$ cat src/rtl/gcm_msg_sequencer.sv
// gcm_msg_sequencer: sequences one AES-GCM message through the core (hash key, AAD, payload, length/tag)
module gcm_msg_sequencer #(
  parameter int CNT_W  = 16,
  parameter int TO_CYC = 4096
) (
  input  logic             iClk,
  input  logic             iRstn,
  input  logic             iStart,
  input  logic             iEncdec,
  input  logic             iKeylen,
  input  logic [255:0]     iKey,
  input  logic [95:0]      iIV,
  input  logic [127:0]     iTag,
  input  logic [CNT_W-1:0] iAad_blks,
  input  logic [CNT_W-1:0] iPt_blks,
  input  logic [127:0]     iData,
  input  logic             iData_valid,
  output logic             oData_ready,
  output logic             oCore_init,
  output logic             oCore_encdec,
  output logic             oCore_keylen,
  output logic [255:0]     oCore_key,
  output logic             oCore_key_valid,
  output logic [95:0]      oCore_iv,
  output logic             oCore_iv_valid,
  output logic [127:0]     oCore_aad,
  output logic             oCore_aad_valid,
  output logic             oCore_aad_last,
  output logic [127:0]     oCore_block,
  output logic             oCore_block_valid,
  output logic             oCore_block_last,
  output logic [127:0]     oCore_tag,
  output logic             oCore_tag_valid,
  input  logic             iCore_ready,
  input  logic             iCore_result_valid,
  input  logic             iCore_tag_valid,
  input  logic             iCore_authentic,
  output logic             oBusy,
  output logic             oDone,
  output logic             oAuth,
  output logic             oError
);
  localparam int WD_W = $clog2(TO_CYC) + 1;
  typedef enum logic [2:0] {IDLE, HKEY, AAD, PT_SEND, PT_WAIT, TAGW, ABORT} state_t;
  state_t state, nxt;
  logic [WD_W-1:0] wd;
  logic seen_low, hs, to, rdy, aad_v, aad_l, blk_v, blk_l;
  logic encdec_r, keylen_r, done_r, auth_r;
  logic [255:0] key_r;
  logic [95:0] iv_r;
  logic [127:0] tag_r;
  logic [CNT_W-1:0] aad_n, pt_n, aad_cnt, pt_cnt;
  logic [63:0] len_a, len_c;
  assign to = wd == WD_W'(TO_CYC - 1);
  assign len_a = {{(57 - CNT_W){1'b0}}, aad_n, 7'b0};
  assign len_c = {{(57 - CNT_W){1'b0}}, pt_n, 7'b0};
  always_comb begin
    nxt = state;
    rdy = 1'b0;
    hs = 1'b0;
    aad_v = 1'b0;
    aad_l = 1'b0;
    blk_v = 1'b0;
    blk_l = 1'b0;
    case (state)
      IDLE: nxt = iStart ? HKEY : IDLE;
      HKEY: nxt = (iCore_ready && seen_low) ? AAD : to ? ABORT : HKEY;
      AAD: begin
        rdy = aad_n != '0;
        hs = rdy && iData_valid;
        aad_v = hs;
        aad_l = !rdy || (hs && aad_cnt == aad_n - CNT_W'(1));
        nxt = aad_l ? PT_SEND : AAD;
      end
      PT_SEND: begin
        rdy = pt_n != '0;
        hs = rdy && iData_valid;
        blk_v = hs;
        blk_l = !rdy || (hs && pt_cnt == pt_n - CNT_W'(1));
        nxt = !rdy ? TAGW : hs ? PT_WAIT : PT_SEND;
      end
      PT_WAIT: nxt = iCore_result_valid ? (pt_cnt == pt_n ? TAGW : PT_SEND) : to ? ABORT : PT_WAIT;
      TAGW: nxt = iCore_tag_valid ? IDLE : to ? ABORT : TAGW;
      default: nxt = IDLE;
    endcase
  end
  always_ff @(posedge iClk or negedge iRstn) begin
    if (!iRstn) begin
      state <= IDLE;
      wd <= '0;
      seen_low <= 1'b0;
      done_r <= 1'b0;
      auth_r <= 1'b0;
      encdec_r <= 1'b0;
      keylen_r <= 1'b0;
      key_r <= '0;
      iv_r <= '0;
      tag_r <= '0;
      aad_n <= '0;
      pt_n <= '0;
      aad_cnt <= '0;
      pt_cnt <= '0;
    end else begin
      state <= nxt;
      wd <= (nxt != state || hs) ? '0 : wd + WD_W'(1);
      seen_low <= state == HKEY && (seen_low || !iCore_ready);
      done_r <= state == TAGW && iCore_tag_valid;
      if (state == IDLE && iStart) begin
        encdec_r <= iEncdec;
        keylen_r <= iKeylen;
        key_r <= iKey;
        iv_r <= iIV;
        tag_r <= iTag;
        aad_n <= iAad_blks;
        pt_n <= iPt_blks;
        aad_cnt <= '0;
        pt_cnt <= '0;
        auth_r <= 1'b0;
      end
      if (state == TAGW && iCore_tag_valid) auth_r <= encdec_r || iCore_authentic;
      if (state == AAD && hs) aad_cnt <= aad_cnt + CNT_W'(1);
      if (state == PT_SEND && hs) pt_cnt <= pt_cnt + CNT_W'(1);
    end
  end
  assign oData_ready = rdy;
  assign oCore_init = state inside {HKEY, AAD, PT_SEND, PT_WAIT, TAGW};
  assign oCore_encdec = encdec_r;
  assign oCore_keylen = keylen_r;
  assign oCore_key = key_r;
  assign oCore_key_valid = state == HKEY;
  assign oCore_iv = iv_r;
  assign oCore_iv_valid = state == HKEY;
  assign oCore_aad = aad_v ? iData : state == TAGW ? {len_a, len_c} : '0;
  assign oCore_aad_valid = aad_v;
  assign oCore_aad_last = aad_l;
  assign oCore_block = blk_v ? iData : '0;
  assign oCore_block_valid = blk_v;
  assign oCore_block_last = blk_l;
  assign oCore_tag = tag_r;
  assign oCore_tag_valid = state == HKEY && wd == '0;
  assign oBusy = state != IDLE;
  assign oDone = done_r;
  assign oAuth = auth_r;
  assign oError = state == ABORT;
endmodule

$ cat config.mk
export PLATFORM = sky130hd
export DESIGN_NAME = gcm_msg_sequencer
export DESIGN_NICKNAME = d
export VERILOG_FILES = /design/src/rtl/gcm_msg_sequencer.sv
export SDC_FILE = /design/constraint.sdc
export NUM_CORES = 1
export LEC_CHECK = 0
export BUFFER_PORTS_ARGS = -buffer_cell sky130_fd_sc_hd__buf_2
export CORE_AREA = 2 2 538 540
export DETAILED_ROUTE_END_ITERATION = 10
export DIE_AREA = 0 0 540 542
export PLACE_DENSITY = 0.38
export SYNTH_ARGS = -nofsm -noshare
export SYNTH_HDL_FRONTEND = slang
export SYNTH_SLANG_ARGS = --single-unit
$ cat constraint.sdc
create_clock -name iClk -period 2.7 [get_ports iClk]
set_input_delay 0.27 -clock iClk [delete_from_list [all_inputs] [get_ports iClk]]
set_output_delay 0.27 -clock iClk [all_outputs]
set_load 0.1 [all_outputs]
==> results.yml <==
placement:
  io_buffers: 1400
  gp_congestion: 0.9803
  place.detailed.hpwl_um: 176600
  place_inst: 8161
route:
  vias_per_cell: 3.358
  drt-initial-drc-count: 1475
  vias: 29820
  wl_met1_um: 82450
  wl_per_cell_um: 23.90
  routed.top_layer: "met5"
  drc: 0
  wirelength_um: 212200
  dr_wl_met2_um: 101600
  dr_wl_met3_um: 19240
  dr.pass1.iters: 8
  ant_nets: 0
die:
  die_height_um: 542
  initial_core_util_pct: 8.771
  die_x_um: 540
  die_area_mm2: 0.2927
  coreArea_mm2: 0.2869
  rows: 197
  pin_count: 1401
timing:
  holdWs_ps: 9.369
  worst_slack_ps: -880.7
  fmax_mhz: 279.3
  skew_ps: 54.21
  finalHoldViolCount: 0
  worst_pin_slew_ps: 889.8
  slew_headroom_pct: 40.68
  fin_crit_ps: 3581
  maxSlewViolCount: 0
  finalSetupViolCount: 276
  post-route-period-util_pct: 132.6
  rsz0062_at_grt: "true"
final_layout:
  final_layout_size_suffix_gt1_share_pct: 40.92
  final_common_cell: "nand2_1"
  synthToLayoutAreaGrowth_pct: 107.4
  fill_cells: 32060
  fin_nets: 5683
  final_cells: 8882
  layout_common_cells: "nand2_1 (1588), buf_2 (1137), dfrtp_1 (563), dlygate4sd3_1 (518), buf_12 (305)"
yosys:
  synth_warnings: 0
  async_flop_share_pct: 100.0
  ys_ff_latch: 565
  syn_avg_cell_area_um2: 8.416
  synth_cell_types: 68
  seq_area_frac_synth_pct: 56.19
  ys.flop_type: "dfrtp_1"
  synth_area_mm2: 0.02516
  synth_nets: 3647
  postSynthCellCount: 2990
  synth_edf_count: 0
worst_hold_path:
  hold_end: "pt_n[6]"
  worstHoldPathType: "primary input to flip-flop"
  min_from: "iPt_blks[6]"
  min_path_cells: 3
setup_path:
  critical_path.max_stage_delay_ps: 530
  end_kind: "output pin"
  worst-r2r-cell-count: 15
  crit_buf_inv: 1
  critical-path-top-delay-family: "simple AND/OR/NAND/NOR gates"
  ff2ff_setup_slack_ps: -280
  rr_endpoint: "state[1]"
  required_ps: 2430
  crit_path_start_kind: "flip-flop"
  worstPathArrival_ps: 3310
  reg2reg_from: "pt_n[1]"
  cp_max_fo: 6
  critPathKind: "flip-flop to output pin"
  path_cells: "or3_2 -> a21oi_2 -> o21ai_0 -> a211o_2 -> or4_4 -> o32ai_4 -> buf_12"
  critPathSlowestCell: "or4_4"
outcome:
  outcome: "finished, violations left"
  violations: "setup timing"
clocking:
  numCtsBuffers: 76
  ctsRootBufferMaster: "clkbuf_16"
  clkTransAtPathRegs_ps: 60
  clock_latency_ps: 700
  cts_tree: "yes"
  clockBufferDepth: 3
  cts-htree-levels: 3
  clock_sinks: 565
grt:
  grt_pass1_vias: 31280
  grt_antenna_before_repair: 83
  grt_max_degree: 109
  grt_overflow_total: 0
  track_usage_pct: 13.92
  grt_pass1_wl_um: 280000
job:
  maxCapViolCount: 0
pwr:
  ir_worst_vdd_mv: 1.200
  power_density_mw_per_mm2: 1472
  leakage_nw: 25.59
[worst reg2reg max path: cells and delay by family, from the launching register on]
family | cells | cell delay [ps]
buffers and inverters | 9 | 1410
and+or+nand+nor | 2 | 410
adders and majority gates | 1 | 230
DFF | 1 | 450
AOI/OAI and AO/OA | 3 | 350
[how the worst max path moves through the flow]
stage | start | depth (start not counted) | to | slack [ps]
2_1_floorplan | pt_n[3] | 7 | oCore_block_last | -550
3_3_place_gp | pt_n[1] | 9 | oCore_block_last | -460
3_5_place_dp | pt_n[1] | 9 | oCore_block_last | -320
4_1_cts | pt_n[5] | 7 | oCore_block_last | -950
5_1_grt | pt_n[5] | 9 | oCore_block_last | -1020
6_report | pt_n[1] | 7 | oCore_block_last | -880
[Yosys cell counts (all sizes together), types with 16 or more instances]
cell    instances  area (um2)
a22o           32       281.5
nand3          24       120.1
clkbuf        191       718.2
dfrtp         565       14140
o21ai          51       255.2
nand4          16       100.1
nor3           18       90.09
nand2        1589        5964
and3          136       850.8
xnor2          24       210.2
inv            16       60.05
xor2           34       297.8
and2           99       619.3
nor2           43       163.9
[registers in the layout (all words and copies together), names as in the netlist]
name,cells
oCore_key,256
oCore_tag,128
oCore_iv,96
aad_cnt,16
aad_n,16
pt_cnt,16
pt_n,16
wd,13
state,3
oAuth,1
oCore_encdec,1
oCore_keylen,1
oDone,1
seen_low,1
[per-layer routing]
metal	global-route usage [%]	up-vias
met4	4.687	8
met5	0	-
met1	15.74	14520
met2	23.87	1425
met3	5.277	320
li1	-	13560
[cell type report]
cell class | instances | area (um2) | share of cell area [%]
sequential | 565 | 14140 | 27.10
tap | 3781 | 4731 | 9.066
timing repair buffer | 2159 | 18980 | 36.37
multi-input combinational | 2208 | 11430 | 21.91
clock buffer | 111 | 2275 | 4.359
inverter | 16 | 65.06 | 0.1247
clock inverter | 27 | 520.5 | 0.9975
antenna | 15 | 37.54 | 0.07194
[stage by stage]
stage	area, um2	TNS [ps]	setup slack (ps)	total power [W]	util, %
floorplan	25510	-1081	-548.5	0.04925	-
global route	52170	-177240	-1025	0.08033	18.18
finish	52180	-131700	-880.7	0.07681	18.19
CTS	51630	-150700	-951.8	0.07745	18.00
global placement	42290	-4861	-460.5	0.06400	14.74
detailed placement	42290	-1497	-318.8	0.06401	14.74
[logic make-up (layout without fill, tap and decap cells)]
kind of cell	count (synthesis)	after routing	synth area share, %
buffers and inverters	217	2313	3.381
multiplexers	9	9	0.3729
AO/OA/AOI/OAI	151	151	4.465
adder cells (fa/ha/maj)	7	7	0.3480
other	0	15	0
XOR/XNOR	58	58	2.019
flip-flops	565	565	56.19
AND/OR/NAND/NOR	1983	1983	33.23
[power by group]
group	switching [W]	total, W	internal (W)
Combinational	0.0414	0.0507	0.00925
Sequential	0.00248	0.0147	0.0123
Clock	0.00452	0.0114	0.00687
Total	0.0484	0.0768	0.0284
[timing repair]
item,in CTS,in global routing
hold endpoints to repair,543,0
resized for setup,240,78
hold buffers,518,0
endpoints found under the setup margin,278,288
setup buffers,20,12
pin swaps,115,30
cloned,13,9
Note: power is estimated with default switching activity, not from simulation.
